## config.mk

```make
export PLATFORM = sky130hd
export DESIGN_NAME = score_keeper_flat
export DESIGN_NICKNAME = d
export VERILOG_FILES = /design/src/rtl/game_pkg.sv /design/src/rtl/score_keeper_if.sv /design/src/rtl/score_keeper_pass_detect.sv /design/src/rtl/score_keeper.sv /design/src/flat_wrapper.sv
export SDC_FILE = /design/constraint.sdc
export NUM_CORES = 1
export LEC_CHECK = 0
export CORE_ASPECT_RATIO = 0.8
export CORE_MARGIN = 3
export CORE_UTILIZATION = 38
export DETAILED_ROUTE_END_ITERATION = 7
export PLACE_DENSITY = 0.63
export SETUP_SLACK_MARGIN = 0.05
export SYNTH_ARGS = -nofsm -noshare
export SYNTH_HDL_FRONTEND = slang
export SYNTH_SLANG_ARGS = --single-unit
```

## constraint.sdc

```tcl
create_clock -name clk -period 4.3 [get_ports clk]
set_input_delay 0.86 -clock clk [delete_from_list [all_inputs] [get_ports clk]]
set_output_delay 0.86 -clock clk [all_outputs]
set_load 0.1 [all_outputs]
```

## src/rtl/game_pkg.sv

```systemverilog
// Shared game constants and types for the obstacle / scoring datapath.
package game_pkg;
  localparam int         NUM_OBS     = 10;
  localparam int         SCREEN_W    = 640;
  localparam logic [9:0] OFFSCREEN_X = 10'd640;
  localparam logic [9:0] PLAYER_X    = 10'd100;
  // Parked position of a despawned obstacle; also the reset value of prev_x.
  localparam logic [9:0] RESPAWN_X   = 10'd700;

  typedef logic [9:0] obs_x_t;

  typedef enum logic [1:0] {
    GM_IDLE  = 2'b00,
    GM_RUN   = 2'b01,
    GM_OVER  = 2'b10,
    GM_PAUSE = 2'b11
  } gamemode_t;

  typedef enum logic [1:0] {
    ST_IDLE,
    ST_SCAN,
    ST_COMMIT
  } sk_state_t;
endpackage

```

## src/rtl/score_keeper_if.sv

```systemverilog
// Bus between the game logic / display path and score_keeper.
// master drives the game state, slave (score_keeper) returns the score.
interface score_keeper_if import game_pkg::*; #(
  parameter int SCORE_W = 14
) ();
  logic                        frame_tick;
  gamemode_t                   gamemode;
  obs_x_t [NUM_OBS-1:0]        obstacle_x_right;
  logic [SCORE_W-1:0]          score;
  logic [SCORE_W-1:0]          best_score;
  logic                        new_record;
  logic                        score_upd;
  logic                        busy;
  logic                        overrun;

  modport master (
    output frame_tick, gamemode, obstacle_x_right,
    input  score, best_score, new_record, score_upd, busy, overrun
  );

  modport slave (
    input  frame_tick, gamemode, obstacle_x_right,
    output score, best_score, new_record, score_upd, busy, overrun
  );
endinterface

```

## src/rtl/score_keeper_pass_detect.sv

```systemverilog
// Edge rule for one obstacle slot: it scores only when it was on screen at or
// right of the player column last frame and is now left of the player.
// Respawns (small x jumping large) and parked slots can never satisfy this.
module pass_detect import game_pkg::*; (
  input  obs_x_t i_prev_x,
  input  obs_x_t i_cur_x,
  output logic   o_passed
);
  assign o_passed = (i_prev_x >= PLAYER_X) && (i_prev_x < OFFSCREEN_X) &&
                    (i_cur_x < PLAYER_X);
endmodule

```

## src/rtl/score_keeper.sv

```systemverilog
// score_keeper: serial per-frame obstacle scan, saturating score, session best.
// Optional feature macro: SCORE_HIGH_SCORE_EN (builds best_score/new_record;
// when undefined both outputs are tied to 0).
module score_keeper import game_pkg::*; #(
  parameter int SCORE_W   = 14,
  parameter int SCORE_MAX = 9999
) (
  input  logic           clk,
  input  logic           rst,
  score_keeper_if.slave  io_bus
);
  localparam int IDX_W = $clog2(NUM_OBS);
  localparam int ACC_W = $clog2(NUM_OBS + 1);
  localparam int SUM_W = SCORE_W + 4;
  localparam logic [SUM_W-1:0] SAT_SUM  = SUM_W'(SCORE_MAX);
  localparam logic [IDX_W-1:0] LAST_IDX = IDX_W'(NUM_OBS - 1);

  sk_state_t            r_state, w_state_nxt;
  obs_x_t [NUM_OBS-1:0] r_snap, r_prev_x;
  logic [IDX_W-1:0]     r_idx;
  logic [ACC_W-1:0]     r_acc;
  logic [SCORE_W-1:0]   r_score, w_score_nxt;
  logic [SUM_W-1:0]     w_sum;
  logic                 r_score_upd, r_overrun;
  logic                 w_passed, w_busy, w_start, w_copy, w_scan, w_commit;
  gamemode_t            w_gm;

  assign w_gm = io_bus.gamemode;

  pass_detect u_pass (
    .i_prev_x (r_prev_x[r_idx]),
    .i_cur_x  (r_snap[r_idx]),
    .o_passed (w_passed)
  );

  // FSM state register
  always_ff @(posedge clk) begin
    if (rst) r_state <= ST_IDLE;
    else     r_state <= w_state_nxt;
  end

  // FSM next state; leaving run mode aborts a scan without committing
  always_comb begin
    w_state_nxt = r_state;
    case (r_state)
      ST_IDLE:   if (io_bus.frame_tick && w_gm == GM_RUN) w_state_nxt = ST_SCAN;
      ST_SCAN:   if (w_gm != GM_RUN)          w_state_nxt = ST_IDLE;
                 else if (r_idx == LAST_IDX)  w_state_nxt = ST_COMMIT;
      ST_COMMIT: w_state_nxt = ST_IDLE;
      default:   w_state_nxt = ST_IDLE;
    endcase
  end

  // FSM decoded controls
  always_comb begin
    w_busy   = (r_state != ST_IDLE);
    w_start  = (r_state == ST_IDLE) && io_bus.frame_tick && (w_gm == GM_RUN);
    w_copy   = (r_state == ST_IDLE) && io_bus.frame_tick && (w_gm != GM_RUN);
    w_scan   = (r_state == ST_SCAN) && (w_gm == GM_RUN);
    w_commit = (r_state == ST_COMMIT) && (w_gm == GM_RUN);
  end

  // Next score: idle clears (wins over commit), commit adds with saturation
  always_comb begin
    w_sum       = SUM_W'(r_score) + SUM_W'(r_acc);
    w_score_nxt = r_score;
    if (w_gm == GM_IDLE)
      w_score_nxt = '0;
    else if (w_commit)
      w_score_nxt = (w_sum > SAT_SUM) ? SCORE_W'(SCORE_MAX) : w_sum[SCORE_W-1:0];
  end

  // Snapshot, per-slot scan, accumulator, score and sticky overrun
  always_ff @(posedge clk) begin
    if (rst) begin
      r_snap      <= '0;
      r_prev_x    <= {NUM_OBS{RESPAWN_X}};
      r_idx       <= '0;
      r_acc       <= '0;
      r_score     <= '0;
      r_score_upd <= 1'b0;
      r_overrun   <= 1'b0;
    end else begin
      r_score     <= w_score_nxt;
      // saturated commits leave score unchanged and do not pulse
      r_score_upd <= w_commit && (w_score_nxt != r_score);
      if (io_bus.frame_tick && w_busy) r_overrun <= 1'b1;
      if (w_start) begin
        r_snap <= io_bus.obstacle_x_right;
        r_acc  <= '0;
        r_idx  <= '0;
      end
      if (w_copy) r_prev_x <= io_bus.obstacle_x_right;
      if (w_scan) begin
        r_acc           <= r_acc + ACC_W'(w_passed);
        r_prev_x[r_idx] <= r_snap[r_idx];
        r_idx           <= r_idx + 1'b1;
      end
    end
  end

  assign io_bus.score     = r_score;
  assign io_bus.score_upd = r_score_upd;
  assign io_bus.busy      = w_busy;
  assign io_bus.overrun   = r_overrun;

`ifdef SCORE_HIGH_SCORE_EN
  logic [SCORE_W-1:0] r_best;
  logic               r_new_record;
  gamemode_t          r_gm_prev;

  // Best latched on run->over; record flag tracks in run, holds until idle
  always_ff @(posedge clk) begin
    if (rst) begin
      r_best       <= '0;
      r_new_record <= 1'b0;
      r_gm_prev    <= GM_IDLE;
    end else begin
      r_gm_prev <= w_gm;
      if (r_gm_prev == GM_RUN && w_gm == GM_OVER && r_score > r_best)
        r_best <= r_score;
      if (w_gm == GM_IDLE)     r_new_record <= 1'b0;
      else if (w_gm == GM_RUN) r_new_record <= (w_score_nxt > r_best);
    end
  end

  assign io_bus.best_score = r_best;
  assign io_bus.new_record = r_new_record;
`else
  assign io_bus.best_score = '0;
  assign io_bus.new_record = 1'b0;
`endif
endmodule
```

## src/flat_wrapper.sv

```systemverilog
// flat-port wrapper written by rule: the top's interface ports become plain ports
module score_keeper_flat import game_pkg::*;
#(
  parameter int SCORE_W   = 14,
  parameter int SCORE_MAX = 9999
)
  (clk, rst, io_bus_frame_tick, io_bus_gamemode, io_bus_obstacle_x_right, io_bus_score, io_bus_best_score, io_bus_new_record, io_bus_score_upd, io_bus_busy, io_bus_overrun);
  score_keeper_if #(.SCORE_W(SCORE_W)) io_bus_i ();
  input  logic clk;
  input  logic rst;
  input wire logic [$bits(io_bus_i.frame_tick)-1:0] io_bus_frame_tick;
  input wire logic [$bits(io_bus_i.gamemode)-1:0] io_bus_gamemode;
  input wire logic [$bits(io_bus_i.obstacle_x_right)-1:0] io_bus_obstacle_x_right;
  output wire logic [$bits(io_bus_i.score)-1:0] io_bus_score;
  output wire logic [$bits(io_bus_i.best_score)-1:0] io_bus_best_score;
  output wire logic [$bits(io_bus_i.new_record)-1:0] io_bus_new_record;
  output wire logic [$bits(io_bus_i.score_upd)-1:0] io_bus_score_upd;
  output wire logic [$bits(io_bus_i.busy)-1:0] io_bus_busy;
  output wire logic [$bits(io_bus_i.overrun)-1:0] io_bus_overrun;
  assign io_bus_i.frame_tick = io_bus_frame_tick;
  assign io_bus_i.gamemode = io_bus_gamemode;
  assign io_bus_i.obstacle_x_right = io_bus_obstacle_x_right;
  assign io_bus_score = io_bus_i.score;
  assign io_bus_best_score = io_bus_i.best_score;
  assign io_bus_new_record = io_bus_i.new_record;
  assign io_bus_score_upd = io_bus_i.score_upd;
  assign io_bus_busy = io_bus_i.busy;
  assign io_bus_overrun = io_bus_i.overrun;
  score_keeper #(.SCORE_W(SCORE_W), .SCORE_MAX(SCORE_MAX)) u_core (.clk(clk), .rst(rst), .io_bus(io_bus_i));
endmodule
```

After elaboration in Yosys (flattened, before gate mapping)
Cells that the tools add are included.
{ "word_totals": {"elab_cells": 79, "input_bits": 105, "output_inout_bits": 32, "reg_bits": 226} }
{ "classes": {"add_sub_neg": 3, "n_reduce_logical": 16, "n_eq_ne": 8, "magnitude_cmp": 6, "mux": 20} }
{ "op_table": {"columns": ["cell", "count"], "rows": [
  ["$mux 100", 3],
  ["$bwmux 100", 1],
  ["$bmux 10 s4", 2],
  ["$mux 14", 3],
  ["$demux 10 s4", 1],
  ["$mux 10", 3],
  ["$gt 18x14->1 const B", 1],
  ["$add 14x4->15", 1],
  ["$ne 14x14->1", 1],
  ["$mux 4", 3],
  ["$logic_and 1x1->1", 11],
  ["$ge 10x7->1 const B", 1],
  ["$lt 10x10->1 const B", 1],
  ["$lt 10x7->1 const B", 1],
  ["$mux 2", 3],
  ["$lt 4x5->1 const B", 1],
  ["$add 4x1->4", 1],
  ["$add 4x1->4 const B", 1],
  ["$eq 2x1->1 const B", 2],
  ["$eq 4x4->1 const B", 1],
  ["$ge 4x1->1 const B", 1],
  ["$logic_not 2->1", 2],
  ["$ne 2x1->1 const B", 2],
  ["$pmux 2 s2", 1],
  ["other kinds (4)", 5]
]} }

Depth between registers and ports, before layout
Gate-level depths: netlist of run 1.
{ "logic_depth": {"word_depth": 7, "ltp_mapped": 15, "depth_no_buf": 13} }

Hierarchy
From an unflattened synthesis of run 1, not the netlist that was laid out.
{ "unflattened": {"hier_cells": 1506, "hier_area_um2": 11740.0} }
{ "modules_own_cells": {"columns": ["module", "area_each_um2", "n_inst", "cells_per_inst", "seq_area_each_um2"], "rows": [
  ["score_keeper", 11697.5, 1, 1499, 4524.3],
  ["pass_detect", 42.5, 1, 7, 0.0]
]} }

Least setup slack after synthesis of run 1
No wires, ideal clock.
{ "synth_timing": {"path_type": "reg2reg", "from": "reg u_core.r_score[0], in the netlist u_core.io_bus.score[0]", "to": "reg u_core.r_score_upd, in the netlist u_core.io_bus.score_upd", "period_less_slack_ns": 3.808, "path_stages_with_launch": 11, "arrival_ns": 3.667, "setup_ns": 0.141, "setup_slack_ns": 0.492, "n_path_buf": 0, "t_required_ns": 4.159, "cell_sequence": "dfxtp_1 > ha_1 > inv_1 > fa_1 > nand2b_2 > a211oi_4 > a31oi_1 > o31ai_4 > mux2_2 > a2111oi_2 > a41oi_1"} }
{ "synth_between": {"elab_chain_len": 7} }
{ "synth_rtl": {"columns": ["item", "line_no", "rtl"], "rows": [
  ["start, declared", "score_keeper.sv:22", "logic [SCORE_W-1:0] r_score, w_score_nxt;"],
  ["start signal, assigned", "score_keeper.sv:84", "r_score <= w_score_nxt;"],
  ["$add 14x4->15", "score_keeper.sv:65", "w_sum = SUM_W'(r_score) + SUM_W'(r_acc);"],
  ["$gt 18x14->1", "score_keeper.sv:70", "w_score_nxt = (w_sum > SAT_SUM) ? SCORE_W'(SCORE_MAX) : w_sum[SCORE_W-1:0];"],
  ["$mux 14", "score_keeper.sv:70", null],
  ["$mux 14", "score_keeper.sv:69", "else if (w_commit)"],
  ["$mux 14", "score_keeper.sv:67", "if (w_gm == GM_IDLE)"],
  ["$ne 14x14->1 *", "score_keeper.sv:86", "r_score_upd <= w_commit && (w_score_nxt != r_score);"],
  ["$logic_and 1x1->1 *", "score_keeper.sv:86", null],
  ["end signal, assigned", "score_keeper.sv:86", null],
  ["end, declared", "score_keeper.sv:24", "logic r_score_upd, r_overrun;"]
]} }
Mark *: on every way between the ends. The rest lies on a longest branch, timed or not.
A chain may end at the register's enable or synchronous reset.

Final worst setup path of run 1
Same ends and word-level chain as after synthesis.

==> results.md, run 1 <==
- CTS tree: built
- Die Wd: 185.4 µm
- Crit path capture type: register
- Pwr dens: 351.9 mW/mm²
- DRC Markers: 0
- Clock input transition at the sequential cells of the worst setup and hold paths: 0.07 ns
- Worst reg2reg path depth: 11
- Max cap viols: 0
- Yosys warning total: 0
- Cell with the most instances after synthesis: nand2_1
- Initial DRC count: 972
- Area grow syn2layout: 17.27%
- Vias in the first global route: 8557
- Final setup vio count: 0
- Met1 Use GR: 0.3455
- Post-synth EDFFs: 0
- Final hold violations: 0
- Total clock sinks: 186
- CP Cell Sequence: ha_1 -> inv_1 -> fa_1 -> nand2b_2 -> a21o_2 -> a21oi_1 -> o2111ai_1 -> o31ai_4 -> mux2_2 -> a2111oi_2 -> a41oi_1
- Layout cell share with drive strength beyond 1: 0.08535
- Layout Skew: 0.006936 ns
- Outcome: complete, no violations
- # nets final: 1427
- Instance count of the mapped netlist: 1287
- Total negative slack: 0 ns
- Yosys cell types: 79
- Critical Path Source Type: register
- Antenna violations before repair: 0
- Slew margin rel.: 0.3417
- Top cell type's share of synthesized area: 0.3806
- Async SR Flop Fraction: 0
- Clock share of power: 0.416
- Routed vias/inst: 5.657
- Post-synthesis register bit count: 186
- Fin area: 0.01147 mm²
- CTS hold repair buffers: 0
- CTS H-tree lvls: 4
- Starting Density: 0.3941
- Die Ht: 149.5 µm
- Placement Rows: 51
- Cell area after synthesis: 0.009783 mm²
- Leak: 4.233 nW
- Hold Startpoint: u_core.r_snap[36]$_SDFFE_PP0P_
- First-pass GRT wire length: 48.81 mm
- Pre-Repair DR Iteration Count: 6
- Root Driver: clkbuf_16
- Largest net degree at the start of global routing: 82
- Mapped Avg Cell Area: 7.602 µm²
- Total GRT Usage: 0.2267
- Post-synth top cells: 415 x nand2_1, 186 x dfxtp_1, 109 x clkbuf_1
- Sw Share: 0.2669
- Reg2reg end: u_core.io_bus.score_upd$_SDFF_PP0_
- Final cycle utilization of the critical path: 0.8347
- Hold Crit Class: register to register
- Vias: 9288
- Register area share after synthesis: 0.3806
- RSZ-0062 raised after global routing: no
- Combinational cell fraction of total power: 0.125
- Largest delay share family, worst path: compound AO/OA/AOI/OAI gates
- CP arrival: 3.86 ns
- CTS max path bufs: 2
- Leading area contributor after synthesis: dfxtp_1
- Clock Latency Late Sink: 0.44 ns
- WHS: 0.4533 ns
- R2R setup slack: 0.71 ns
- Peak VDD IR: 0.0002773 V
- CTS buffer count: 17
- Worst Path Required: 4.57 ns
- Post-DRT Antenna Nets: 0
- Top cells by area, synth: dfxtp_1 38%, nand2_1 16%, a21oi_1 5.5%
- Dpl hpwl: 22.01 mm
- Port Buffer Count: 101
- Reg-to-Reg Start: u_core.io_bus.score[0]$_SDFF_PP0_
- Core area: 0.02482 mm²
- Sequential share of power: 0.458
- Routability Congestion: 0.9112
- Most used routing layer: met1
- Die ar.: 0.02772 mm²
- Met3 GRT Util: 0.03888
- Post-cts resize count: 0
- Drt total wl: 31.83 mm
- Switching power: 1.078 mW
- CP max stage cell: o31ai_4
- CP max FO: 8
- Worst Path Buf+Inv: 1
- Final Slew Violations: 0
- Dpl cell area: 0.01086 mm²
- # IOs: 137
- Post-CTS Setup Repair Bufs: 0
- Worst path max stage delay: 0.50 ns
- Slew @ Worst Pin: 0.9843 ns
- Worst hold endpoint: u_core.r_snap[36]$_SDFFE_PP0P_
- Int Pwr: 2.960 mW
- Top_reg_cell synth: dfxtp_1
- CP Class: register to register
- Hold Crit Depth: 2
- Peak Freq: 278.6 MHz
- Routed len/inst: 19.39 µm
- Diodes inserted: 0
- Global-route met2 utilization: 0.3275
- Grt total ovfl: 0
- Post-layout minimum cycle time: 3.589 ns
## worst max path at each step
stage	from	cells past startpoint	endpoint	slack, ns
floorplan	u_core.io_bus.score[0]$_SDFF_PP0_	10	u_core.io_bus.score_upd$_SDFF_PP0_	0.49
global placement	u_core.io_bus.score[0]$_SDFF_PP0_	11	u_core.io_bus.score_upd$_SDFF_PP0_	0.77
detailed placement	io_bus_gamemode[0]	8	u_core.r_prev_x[26]$_SDFF_PP0_	0.76
CTS	u_core.io_bus.score[0]$_SDFF_PP0_	11	u_core.io_bus.score_upd$_SDFF_PP0_	0.74
global route	u_core.io_bus.score[0]$_SDFF_PP0_	11	u_core.io_bus.score_upd$_SDFF_PP0_	0.50
finish	u_core.io_bus.score[0]$_SDFF_PP0_	11	u_core.io_bus.score_upd$_SDFF_PP0_	0.71
## metrics by stage
step,setup slack [ns],cells,util,power (mW)
6_report,0.7107,1642,0.4622,4.038
5_1_grt,0.5029,1642,0.4622,4.176
4_1_cts,0.7415,1642,0.4622,4.058
3_5_place_dp,0.7562,1610,0.4373,2.389
3_3_place_gp,0.7729,1610,0.4373,2.381
2_1_floorplan,0.4920,1301,-,2.205
## logic make-up (layout without fill, tap and decap cells)
group,Yosys count,count (layout),synth area share
DFF,186,186,0.3806
other,1,15,0.0003833
AOI/OAI and AO/OA,281,281,0.1982
xor gates and xnor gates,4,4,0.004349
and+or+nand+nor,612,612,0.2646
buffers and inverters,154,177,0.07367
muxes,38,38,0.06331
adders and majority gates,11,11,0.01484
## state kept, by name, summed over array words and instances (netlist names)
name                     flops
u_core.io_bus.score_upd      1
u_core.r_state               2
u_core.io_bus.score         14
u_core.r_acc                 4
u_core.io_bus.overrun        1
u_core.r_snap               80
u_core.r_idx                 4
u_core.r_prev_x             80
## final cells by class
class	count	area, µm²
clock buffer	19	452.9
clock inverter	13	163.9
timing repair buffer	131	1259
inverter	14	52.55
multi-input combinational	961	5421
tap	318	397.9
sequential	186	3725
fill	2466	13350
## routing by layer
metal	vias to the layer above	share of wire
met3	37	0.074
met2	399	0.43
met1	4430	0.48
met4	0	0.021
li1	4422	-
met5	-	0
## power by group through the flow
stage	registers, mW	clock network [mW]	logic (mW)
finish	1.85	1.68	0.506
global route	1.86	1.77	0.549
CTS	1.85	1.71	0.504
detailed placement	1.89	0	0.501
global placement	1.89	0	0.495
floorplan	1.87	0	0.331
## cells in the final DEF, fill, tap and decap left out, types with 15 or more instances in the layout
cell	n
clkbuf_16	17
nand3_1	76
nor2_1	49
clkdlybuf4s50_1	100
a21oi_1	108
mux4_2	19
o21ai_0	18
nand2_1	415
dfxtp_1	185
conb_1	15
a21o_1	60
buf_4	29
a311oi_1	23
mux2i_1	18
nor3_1	16
## worst min-delay path, cell delays in order (launching register included)
cell     delay, ns
dfxtp_1       0.31
nand2_1       0.05
a21oi_1       0.05
Note: power is estimated with default switching activity, not from simulation.
==> run 2: changes to the inputs <==
clock period = 3.5 ns   (was 4.3 ns; I/O delays follow)
==> results.md, run 2 (synthesized netlist as in run 1, its figures left out) <==
- Outcome: complete, no violations
- CP arrival: 3.62 ns (-0.24 ns)
- Core area: 0.02482 mm² (unchanged)
- Placement Rows: 51 (unchanged)
- CP max stage cell: o31ai_4
- Slew @ Worst Pin: 0.9743 ns (-0.01009 ns)
- Final cycle utilization of the critical path: 0.9478 (+0.1131)
- Max cap viols: 0 (unchanged)
- Leak: 4.412 nW (+4.2%)
- Filler cells: 2434 (-1.3%)
- Port Buffer Count: 101 (unchanged)
- CTS buffer count: 17 (unchanged)
- CTS hold repair buffers: 0 (unchanged)
- Total GRT Usage: 0.2281 (+0.001402)
- Final setup vio count: 0 (unchanged)
- Die Ht: 149.5 µm (unchanged)
- Pre-CTS WS: 0.1757 ns (-0.5805 ns)
- CP Class: register to register
- Most frequent cells in the layout: 415 x nand2_1, 183 x dfxtp_1, 108 x a21oi_1, 86 x clkdlybuf4s50_1, 76 x nand3_1
- CTS max path bufs: 2 (unchanged)
- Diodes inserted: 0 (unchanged)
- Pre-Repair DR Iteration Count: 6 (unchanged)
- WHS: 0.4530 ns (-0.0003110 ns)
- Total negative slack: 0 ns (unchanged)
- Routability Congestion: 0.9052 (-0.66%)
- Slew margin rel.: 0.3485 (+0.006745)
- Layout cell share with drive strength beyond 1: 0.1118 (+0.02643)
- CTS H-tree lvls: 4 (unchanged)
- Grt total ovfl: 0 (unchanged)
- Final core area utilization: 0.4740 (+0.01180)
- First-pass GRT wire length: 49.07 mm (+0.52%)
- Peak Freq: 301.5 MHz (+8.2%)
- Total clock sinks: 186 (unchanged)
- Hold Crit Class: register to register
- Starting Density: 0.3941 (unchanged)
- Pwr dens: 430.1 mW/mm² (+22%)
- Final Slew Violations: 0 (unchanged)
- CP Cell Sequence: ha_2 -> inv_1 -> fa_1 -> nand2b_2 -> a211oi_4 -> buf_4 -> a31oi_1 -> o31ai_4 -> mux2_2 -> a2111oi_4 -> a41oi_1
- Vias in the first global route: 8506 (-0.60%)
- Setup ws final: 0.1827 ns (-0.5280 ns)
- Die Wd: 185.4 µm (unchanged)
- # IOs: 137 (unchanged)
- Routed len/inst: 19.18 µm (-1.0%)
- Root Driver: clkbuf_16
- Largest net degree at the start of global routing: 117 (+43%)
- Final hold violations: 0 (unchanged)
- Post-DRT Antenna Nets: 0 (unchanged)
- Leading cell type in the layout, fill and taps excluded: nand2_1
- Crit path capture type: register
- DRC Markers: 0 (unchanged)
- CP max FO: 7 (-1)
- RSZ-0062 raised after global routing: yes
- Vias: 9396 (+1.2%)
- Layout Skew: 0.01385 ns (+0.006918 ns)
- Post-layout minimum cycle time: 3.317 ns (-0.2720 ns)
- Peak VDD IR: 0.0003766 V (+36%)
- # nets final: 1445 (+1.3%)
- Area grow syn2layout: 20.26%
- Clock Latency Late Sink: 0.44 ns (about the same)
- Worst Path Required: 3.80 ns (-0.77 ns)
- Die ar.: 0.02772 mm² (unchanged)
- Antenna violations before repair: 0 (unchanged)
- Routed vias/inst: 5.660 (about the same)
- Initial DRC count: 1063 (+9.4%)
- Critical Path Source Type: register
- Worst path max stage delay: 0.44 ns (-0.06 ns)
- Clock input transition at the sequential cells of the worst setup and hold paths: 0.07 ns (about the same)
- Drt total wl: 31.84 mm (about the same)
- Dpl hpwl: 22.28 mm (+1.2%)
- CTS tree: built
## run 2: through the flow
step	std cells	instance area, µm²	power [mW]
floorplan	1301	9838	2.709
global placement	1621	11020	2.939
detailed placement	1621	11020	2.948
CTS	1653	11660	5.079
global route	1660	11770	5.241
finish	1660	11770	5.060
## run 2: final timing paths
kind	startpoint	to	slack [ns]	depth (start not counted)
max	u_core.io_bus.score[0]$_SDFF_PP0_	u_core.io_bus.score_upd$_SDFF_PP0_	0.18	11
min	u_core.r_snap[89]$_SDFFE_PP0P_	u_core.r_snap[89]$_SDFFE_PP0P_	0.45	2
max reg2reg	u_core.io_bus.score[0]$_SDFF_PP0_	u_core.io_bus.score_upd$_SDFF_PP0_	0.18	11
min reg2reg	u_core.r_snap[89]$_SDFFE_PP0P_	u_core.r_snap[89]$_SDFFE_PP0P_	0.45	2
## run 2: critical path, delay by kind of cell (launching register included)
kind / cells / cell delay, ns
flip-flops: 1 / 0.40
AO/OA/AOI/OAI: 5 / 1.31
adder cells (fa/ha/maj): 2 / 0.61
multiplexers: 1 / 0.41
buffers and inverters: 2 / 0.23
AND/OR/NAND/NOR: 1 / 0.23
## run 2: report_power, final
part,internal [mW],switching (mW),total [mW]
clock network,1.23,0.918,2.15
registers,2.22,0.0551,2.27
logic,0.263,0.373,0.636
## run 2: routing by layer
| layer | vias to the layer above | routed length, µm | GRT usage |
|---|---|---|---|
| met5 | - | 0 | 0 |
| met4 | 0 | 755 | 0.06824 |
| met3 | 41 | 2588 | 0.03718 |
| met2 | 403 | 13330 | 0.3224 |
| met1 | 4495 | 15170 | 0.3526 |
| li1 | 4457 | - | - |
## run 2: repair_timing
item,in CTS,in global routing
gates resized for setup,0,6
setup endpoints to repair,0,5
setup buffers,0,7
## run 2: area by class of cell
class	instances	area (µm²)	area share
Multi-Input combinational cell	961	5456	0.4638
Sequential cell	186	3727	0.3168
Timing Repair Buffer	149	1488	0.1264
Clock buffer	18	439.2	0.03733
Tap cell	318	397.9	0.03382
Clock inverter	14	203.9	0.01733
Inverter	14	52.55	0.004467
